File: src/rtl/rr_mux.sv
// rr_mux: N-channel registered multiplexer with round-robin arbitration.
// A one-entry output stage holds the winning word tagged with its source channel.
module rr_mux #(
  parameter int N = 4,
  parameter int W = 8,
  parameter int S = $clog2(N)
) (
  input  logic             clk,
  input  logic             rst_n,
  input  logic [N*W-1:0]   in_data_i,
  input  logic [N-1:0]     in_valid_i,
  output logic [N-1:0]     in_ready_o,
  output logic [W-1:0]     out_data_o,
  output logic [S-1:0]     out_sel_o,
  output logic             out_valid_o,
  input  logic             out_ready_i
);

  typedef enum logic {
    ST_EMPTY = 1'b0,
    ST_FULL  = 1'b1
  } state_t;

  localparam logic [S:0] NUM_CH = (S+1)'(N);
  localparam logic [S:0] ONE    = {{S{1'b0}}, 1'b1};

  state_t         state_q;
  logic [W-1:0]   data_q;
  logic [S-1:0]   sel_q;
  logic [S-1:0]   ptr_q;
  logic [S-1:0]   ptr_d;

  logic           load_en_s;
  logic           grant_s;
  logic           hit_s;
  logic [S-1:0]   cand_s;
  logic [S-1:0]   gidx_s;
  logic [N-1:0]   grant_oh_s;
  logic [W-1:0]   win_data_s;

  // Channel indices stay in [0, N-1] even when N is not a power of two.
  function automatic logic [S-1:0] mod_add(input logic [S-1:0] base, input logic [S:0] off);
    logic [S:0] sum;
    logic [S:0] wrapped;
    sum     = {1'b0, base} + off;
    wrapped = (sum >= NUM_CH) ? (sum - NUM_CH) : sum;
    return wrapped[S-1:0];
  endfunction

  assign load_en_s = (state_q == ST_EMPTY) || out_ready_i;

  // Round-robin search starting at ptr_q; first valid channel wins.
  always_comb begin
    grant_s    = 1'b0;
    hit_s      = 1'b0;
    cand_s     = '0;
    gidx_s     = '0;
    grant_oh_s = '0;
    for (int k = 0; k < N; k++) begin
      cand_s             = mod_add(ptr_q, k[S:0]);
      hit_s              = !grant_s && in_valid_i[cand_s];
      gidx_s             = hit_s ? cand_s : gidx_s;
      grant_oh_s[cand_s] = grant_oh_s[cand_s] | hit_s;
      grant_s            = grant_s | hit_s;
    end
  end

  // Winning channel data selected through the one-hot grant.
  always_comb begin
    win_data_s = '0;
    for (int i = 0; i < N; i++) begin
      win_data_s = win_data_s | (in_data_i[i*W +: W] & {W{grant_oh_s[i]}});
    end
  end

  // Handshake back to producers: only the winner, only when the stage can load.
  always_comb begin
    if (load_en_s) begin
      in_ready_o = grant_oh_s;
    end else begin
      in_ready_o = '0;
    end
  end

  assign ptr_d = mod_add(gidx_s, ONE);

  // Output stage FSM: EMPTY/FULL mirrored on out_valid; ptr moves only on a grant.
  always_ff @(posedge clk or negedge rst_n) begin
    if (!rst_n) begin
      state_q <= ST_EMPTY;
      data_q  <= '0;
      sel_q   <= '0;
      ptr_q   <= '0;
    end else begin
      case (state_q)
        ST_EMPTY: begin
          if (grant_s) begin
            state_q <= ST_FULL;
            data_q  <= win_data_s;
            sel_q   <= gidx_s;
            ptr_q   <= ptr_d;
          end else begin
            state_q <= ST_EMPTY;
          end
        end
        ST_FULL: begin
          // Drain and refill in the same cycle keeps one word per cycle.
          if (out_ready_i && grant_s) begin
            state_q <= ST_FULL;
            data_q  <= win_data_s;
            sel_q   <= gidx_s;
            ptr_q   <= ptr_d;
          end else if (out_ready_i) begin
            state_q <= ST_EMPTY;
          end else begin
            state_q <= ST_FULL;
          end
        end
        default: begin
          state_q <= ST_EMPTY;
        end
      endcase
    end
  end

  assign out_valid_o = (state_q == ST_FULL);
  assign out_data_o  = data_q;
  assign out_sel_o   = sel_q;

endmodule

File: config.mk
export PLATFORM = sky130hd
export DESIGN_NAME = rr_mux
export DESIGN_NICKNAME = d
export VERILOG_FILES = /design/src/rtl/rr_mux.sv
export SDC_FILE = /design/constraint.sdc
export NUM_CORES = 1
export LEC_CHECK = 0
export CAP_MARGIN = 0
export CORE_ASPECT_RATIO = 0.75
export CORE_MARGIN = 2
export CORE_UTILIZATION = 25
export CTS_CLUSTER_DIAMETER = 60
export CTS_CLUSTER_SIZE = 14
export DETAILED_ROUTE_END_ITERATION = 10
export PLACE_DENSITY = 0.6
export SLEW_MARGIN = 0
export SYNTH_ARGS = -nofsm -noshare
export SYNTH_HDL_FRONTEND = slang
export SYNTH_SLANG_ARGS = --single-unit
File: constraint.sdc
create_clock -name clk -period 4.95 [get_ports clk]
set_clock_uncertainty 0.15 [all_clocks]
set_input_delay 0.99 -clock clk [delete_from_list [all_inputs] [get_ports clk]]
set_output_delay 0.99 -clock clk [all_outputs]
set_load 0.005 [all_outputs]
# Word level (Yosys, flattened, before mapping)
# Index checks and enable logic that the tools add are counted.
# classes
n_lt_le_gt_ge	13
add_sub_neg	9
reduce_logical	13
n_mux	50
eq_ne	2
bitwise	16
# op_table
operator	count
$and 8x8->8	4
$mux 2	13
$or 8x8->8	3
$bmux 1 s2	8
$mux 8	2
$pmux 8 s2	1
$mux 1	15
$bwmux 4	3
$ge 3x3->1 const B	4
$lt 2x3->1 const B	4
$sub 2x1->2 const B	5
$demux 1 s2	4
$ge 2x1->1 const B	4
$logic_and 1x1->1	8
$pmux 2 s2	2
$or 1x1->1	7
$add 2x1->3 const B	2
$add 2x2->3 const B	2
$and 4x4->4	1
$mux 4	1
$ge 2x3->1 const B	1
$logic_not 1->1	3
$ne 2x1->1 const B	1
$ne 2x2->1 const B	1
other kinds (4)	4
# totals
regBits	13
elab_cells	107
out_inout_bits	15

# Longest topological paths before layout
# Gate-level depths: netlist of the first run.
# logic_depth
word_depth	25
mapped_depth	13
depth_no_buf	11

# Least setup slack after synthesis of the first run
# Ideal clock, no wire load.
# synth_path
path_kind	input -> output
from	in in_valid_i[2]
to	out in_ready_o[3]
n_path_buf	2
t_arrival_ns	3.146
path_slack_ns	0.664
path_stages	9
cell_sequence	buf_2 mux4_2 buf_6 mux2_4 a211o_2 o31a_2 a211oi_1 a31oi_4 nor2b_1
# synth_via
elab_chain_cells	17
word_cells_on_any_way	31
cone_classes	18 x mux; 7 x bitwise; 6 x reduce/logical
# synth_rtl
item	line	source
start: declaration	11	input logic [N-1:0] in_valid_i,
$bmux 1 s2	61	hit_s = !grant_s && in_valid_i[cand_s];
$mux 1 (not written as such)	61	
$or 1x1->1	63	grant_oh_s[cand_s] = grant_oh_s[cand_s] | hit_s;
$and 4x4->4 (no line)	-	
$bmux 1 s2	63	
$mux 1 (not written as such)	63	
$or 1x1->1	63	
$bwmux 4	63	
$bmux 1 s2	63	
$mux 1 (not written as such)	63	
$or 1x1->1	63	
$bwmux 4	63	
$bmux 1 s2	63	
$mux 1 (not written as such)	63	
$or 1x1->1	63	
$bwmux 4 (*)	63	
$mux 4 (*)	78	if (load_en_s) begin
end: declaration	12	output logic [N-1:0] in_ready_o,
# Mark *: on every way between the ends. The rest lies on a longest branch, timed or not. The select of a mux whose other input is x is not followed.

# Worst setup path in the final report of the first run
# layout_path
from	in in_valid_i[1]
to	out in_ready_o[3]
# The elaborated chain is that of the path after synthesis.

==> impl_metrics.tcl, run 1 <==
set metrics [dict create \
    outcome "finished, final reports clean" \
    ant_nets 0 \
    area_growth_pct 53.5 \
    drt_iter0_markers 89 \
    p_switching_mw 0.966 \
    setup_viol 0 \
    min_period_ps 4870 \
    synthCells 185 \
    final_core_util 0.392 \
    met1_usage 0.221 \
    syn_area_um2 1590 \
    numPortBuffers 53 \
    n_antenna_cell 0 \
    ys_seq_area_frac 0.205 \
    synth_top_cell_by_area "dfrtp_1" \
    worst_pin_slew_ps 899 \
    clk_pin_slew_ps 60 \
    synth_cell_type_count 59 \
    whs_ps 336 \
    vias 1714 \
    grt_max_degree 16 \
    power_frac_comb 0.847 \
    wl_per_cell_um 14.8 \
    synth_edf_count 0 \
    die_w_um 96.1 \
    switching_share 0.484 \
    p_leak_nw 0.945 \
    nNetsFinal 302 \
    crit_path_cell_trace "clkdlybuf4s50_1 -> mux4_2 -> mux2_4 -> a211o_2 -> o31a_2 -> a211oi_2 -> buf_4 -> a31oi_4 -> nor2b_2 -> dlygate4sd2_1" \
    drt-total-wl_um 5020 \
    slowest_delay_ps 570 \
    power_density_nw_per_um2 818 \
    remaining_drc_errors 0 \
    clock_latency_ps 250 \
    drive_above_1_share 0.275 \
    gp_congestion 0.827 \
    cts_buffers 3 \
    post_dp_cell_area_um2 2370 \
    fmax_mhz 205 \
    track_usage 0.146 \
    path_max_fanout 7 \
    slew_viol_final 0 \
    first_pass_iters 4 \
    worst_path_max_delay_cell "mux4_2" \
    p_int_mw 1.03 \
    boundaryPins 54 \
    synthMostInstantiatedCell "nor2_1" \
    synth_top_area_frac 0.205 \
    place_inst 335 \
    die_h_um 73.1 \
    hpwl_um 3970 \
    cp-end-kind "primary output" \
    design_area_um2 2440 \
    post-route-period-util 0.985 \
    start_kind "input pin" \
    syn_nets 228 \
    grt-busiest-layer "met1" \
    overflow 0 \
    cts_buffer_depth 2 \
    antenna_found_initial 0 \
    avgSynthCellArea_um2 8.60 \
    fp-row-count 25 \
    clock-sinks 13 \
    power_mw 2.00 \
    yosys_warnings 0 \
    hold_path.class "register to register" \
    setup-tns-final_ps 0 \
    via_per_inst 5.06 \
    clkPwrFrac 0.049 \
    n_fill_cell 624 \
    synthTopCellsByCount "26 x nor2_1, 14 x nand2_1, 13 x dfrtp_1" \
    synth_top_flop_cell "dfrtp_1" \
    ys_seq_elements 13 \
    worst_slew_margin_rel 0.399 \
    h-tree-depth 1 \
    p_seq_frac 0.105 \
    grt_pass1_vias 1605 \
    ir_drop_uv 351 \
    met3_usage 0.0331 \
    synth_area_leaders "dfrtp_1 20%, nor2_1 6.1%, mux4_2 4.2%, a31oi_1 3.9%, nand2_1 3.3%" \
    tritoncts "yes" \
    hold_violations 0 \
    grt_util_met2 0.216 \
    grt_pass1_wl_um 7990 \
    worst-setup-path-type "input pin to primary output" \
    initial_core_util 0.255 \
    rsz0062_at_grt "true" \
    design.core.area_um2 6220 \
    layout.cells.non_filler 339 \
    dp_slack_ps -229 \
    ys_async_sr_fraction 1.00 \
    post_cts_buffers 0 \
    dieArea_um2 7020 \
    critPathRequiredTime_ps 3810 \
    clock-root-buffer "clkbuf_8" \
    cp.arrival_ps 3730 \
    finalWorstSetupSlack_ps 76.0 \
    drv_cap 0 \
]
==> per-layer routing <==
| layer | wire, um | share of wire |
|---|---|---|
| met1 | 2560 | 0.51 |
| met3 | 207 | 0.041 |
| met4 | 19 | 0.0038 |
| met5 | 0 | 0 |
| met2 | 2230 | 0.44 |
==> power groups by stage <==
stage          Clock (mW)  Combinational [mW]  Sequential (mW)
2_1_floorplan           0                1.09            0.193
3_3_place_gp            0                1.65            0.211
3_5_place_dp            0                1.65            0.211
4_1_cts             0.101                1.65            0.210
5_1_grt             0.105                1.84            0.219
6_report           0.0972                1.69            0.209
==> layout by cell type (no fill, tap or decap), types with 2 or more instances in the layout <==
| cell | n |
|---|---|
| clkdlybuf4s50_1 | 48 |
| buf_4 | 31 |
| nor2_1 | 26 |
| nand2_1 | 14 |
| dfrtp_1 | 13 |
| a31oi_1 | 10 |
| a32oi_1 | 6 |
| o21ai_0 | 6 |
| a211oi_2 | 5 |
| o21ai_1 | 5 |
| nand3_1 | 5 |
| a21oi_1 | 5 |
| dlygate4sd2_1 | 5 |
| inv_1 | 4 |
| nor2b_1 | 4 |
| mux4_2 | 4 |
| a22oi_1 | 4 |
| ha_1 | 4 |
| nand3b_1 | 3 |
| clkbuf_8 | 3 |
| mux2_2 | 2 |
| o21ai_2 | 2 |
| or2_2 | 2 |
| nor3b_1 | 2 |
| or3b_2 | 2 |
| nand2b_1 | 2 |
| mux2i_1 | 2 |
| a211oi_1 | 2 |
| a31oi_4 | 2 |
| o21bai_1 | 2 |
==> final timing paths <==
check | from | end | slack [ps] | cells past startpoint
max in group asynchronous | rst_n | out_data_o[0]$_DFFE_PN0P_ | 3300 | 1
hold reg to reg | out_sel_o[1]$_DFFE_PN0P_ | out_sel_o[1]$_DFFE_PN0P_ | 340 | 2
setup / recovery | in_valid_i[1] | in_ready_o[3] | 80 | 10
hold / removal | out_sel_o[1]$_DFFE_PN0P_ | out_sel_o[1]$_DFFE_PN0P_ | 340 | 2
min in group asynchronous | rst_n | out_data_o[3]$_DFFE_PN0P_ | 970 | 1
setup reg to reg | ptr_q[0]$_DFFE_PN0P_ | out_data_o[7]$_DFFE_PN0P_ | 1110 | 12
==> layout make-up <==
cell class	count	area, um^2	area share
multi-input combinational	153	1200	0.491
timing repair buffer	84	757	0.310
sequential	13	325	0.133
tap	81	101	0.0415
clock buffer	4	45.0	0.0185
inverter	4	15.0	0.00615
==> flip-flops by register name, summed over array words and instances (netlist names) <==
name	cells
ptr_q	2
out_valid_o	1
out_sel_o	2
out_data_o	8
==> critical path, delay by kind of cell <==
kind | cells | cell delay [ps]
simple gates | 1 | 180
buf+inv | 3 | 890
compound gates | 4 | 730
mux | 2 | 950
==> timing repair <==
action,CTS,global route
resized for setup,11,5
setup endpoints to repair,4,3
hold buffers,0,0
pin swaps,4,0
==> logic make-up after synthesis <==
| kind of cell | count (synthesis) | share of synthesized area |
|---|---|---|
| flops | 13 | 0.205 |
| fa+ha+maj | 4 | 0.0315 |
| compound gates | 67 | 0.364 |
| mux | 9 | 0.0952 |
| xor+xnor | 1 | 0.00551 |
| simple gates | 72 | 0.236 |
| buf+inv | 19 | 0.0637 |
Note: power is estimated with default switching activity, not from simulation.
==> run 2, diff against run 1 <==
Settings changed: SKIP_CTS_REPAIR_TIMING set to 1.
==> run 2 against run 1 <==
  * The flow now finishes with violations (negative setup slack)
  * Combinational power hardly changed
  * Register-to-register slack lost 30 ps
  * Die area is the same
  * Hold slack improved by 2.8 ps
  * Clock-buffer cell count unchanged
  * Critical path depth is the same
  * Power down 0.96%
  * Global-route usage about the same
  * Largest power group unchanged
==> impl_metrics.tcl, run 2 (same netlist as run 1, synthesis figures left out) <==
set metrics [dict create \
    vias 1703 \
    most-common-layout-cells "49 x clkdlybuf4s50_1, 31 x buf_4, 26 x nor2_1, 14 x nand2_1, 13 x dfrtp_1" \
    rsz0062_at_grt "true" \
    nNetsFinal 302 \
    post_dp_cell_area_um2 2370 \
    gp_congestion 0.827 \
    initial_core_util 0.255 \
    clock-root-buffer "clkbuf_8" \
    design.core.area_um2 6220 \
    drive_above_1_share 0.260 \
    ff2ff_setup_slack_ps 1080 \
    hold_path.class "register to register" \
    fmax_mhz 198 \
    design_area_um2 2430 \
    worst_pin_slew_ps 864 \
    hold_violations 0 \
    violations "negative setup slack" \
    fp-row-count 25 \
    cp-end-kind "primary output" \
    setup_viol 1 \
    slowest_delay_ps 570 \
    antenna_found_initial 0 \
    wl_per_cell_um 14.7 \
    dp_slack_ps -229 \
    h-tree-depth 1 \
    critPathRequiredTime_ps 3810 \
    die_h_um 73.1 \
    finalWorstSetupSlack_ps -91.5 \
    die_w_um 96.1 \
    grt_max_degree 16 \
    hpwl_um 3970 \
    boundaryPins 54 \
    clock_latency_ps 250 \
    ant_nets 0 \
    grt_pass1_wl_um 7990 \
    numPortBuffers 53 \
    crit_path_cell_trace "clkdlybuf4s50_1 -> mux4_2 -> mux2_4 -> a21boi_4 -> o31a_2 -> nand3_1 -> a22o_4 -> a31oi_4 -> nor2b_2 -> clkdlybuf4s50_1" \
    start_kind "input pin" \
    grt_pass1_vias 1611 \
    place_inst 335 \
    ir_drop_uv 338 \
    overflow 0 \
    worst_path_max_delay_cell "mux4_2" \
    cp.arrival_ps 3900 \
    p_leak_nw 0.976 \
    dieArea_um2 7020 \
    worst_slew_margin_rel 0.422 \
    tritoncts "yes" \
    clk_pin_slew_ps 60 \
    area_growth_pct 53.1 \
    largest_register_ffs 8 \
    cts_buffer_depth 2 \
    whs_ps 339 \
    drv_cap 0 \
    drt-total-wl_um 4990 \
    remaining_drc_errors 0 \
    worst-setup-path-type "input pin to primary output" \
    n_antenna_cell 0 \
    drt_iter0_markers 69 \
    final_common_cell "clkdlybuf4s50_1" \
    via_per_inst 5.02 \
    clock-sinks 13 \
    setup-tns-final_ps -91.5 \
    post-route-period-util 1.02 \
    layout.cells.non_filler 339 \
    first_pass_iters 4 \
    power_density_nw_per_um2 812 \
    track_usage 0.146 \
    slew_viol_final 0 \
    cts_buffers 3 \
    min_period_ps 5040 \
    path_max_fanout 7 \
    outcome "finished with violations" \
    path_common_cell "clkdlybuf4s50_1" \
]
==> run 2: final timing paths <==
check	start	end	depth (start not counted)
max	in_valid_i[1]	in_ready_o[1]	10
min	out_sel_o[1]$_DFFE_PN0P_	out_sel_o[1]$_DFFE_PN0P_	2
max reg2reg	ptr_q[0]$_DFFE_PN0P_	out_data_o[7]$_DFFE_PN0P_	12
min reg2reg	out_sel_o[1]$_DFFE_PN0P_	out_sel_o[1]$_DFFE_PN0P_	2
max in group asynchronous	rst_n	out_data_o[0]$_DFFE_PN0P_	1
min in group asynchronous	rst_n	out_data_o[3]$_DFFE_PN0P_	1
==> run 2: metrics by stage <==
stage | total power, mW | util
floorplan | 1.28 | -
detailed placement | 1.86 | 0.381
global placement | 1.86 | 0.381
CTS | 1.96 | 0.388
finish | 1.98 | 0.391
global route | 2.14 | 0.391
==> run 2: power breakdown <==
part / switching [mW] / internal, mW
logic: 0.863 / 0.809
registers: 0.0483 / 0.160
clock network: 0.0406 / 0.0571
total: 0.952 / 1.03
==> run 2: layer usage <==
metal  track usage  vias to the layer above  part of all wire
li1              -                      851                 -
met1         0.220                      801              0.50
met2         0.218                       49              0.44
met3        0.0320                        2             0.052
met4        0.0190                        0            0.0038
met5             0                        -                 0
==> run 2: critical path: cells and delay by family <==
family	cells	cell delay [ps]
multiplexers	2	860
AND/OR/NAND/NOR	2	270
AO/OA/AOI/OAI	4	810
buffers and inverters	2	970
==> run 2: cell type report <==
cell class	instances	area [um^2]
timing repair buffer	84	773
tap	81	101
inverter	4	15.0
clock buffer	4	45.0
fill	621	3790
sequential	13	325
multi-input combinational	153	1170
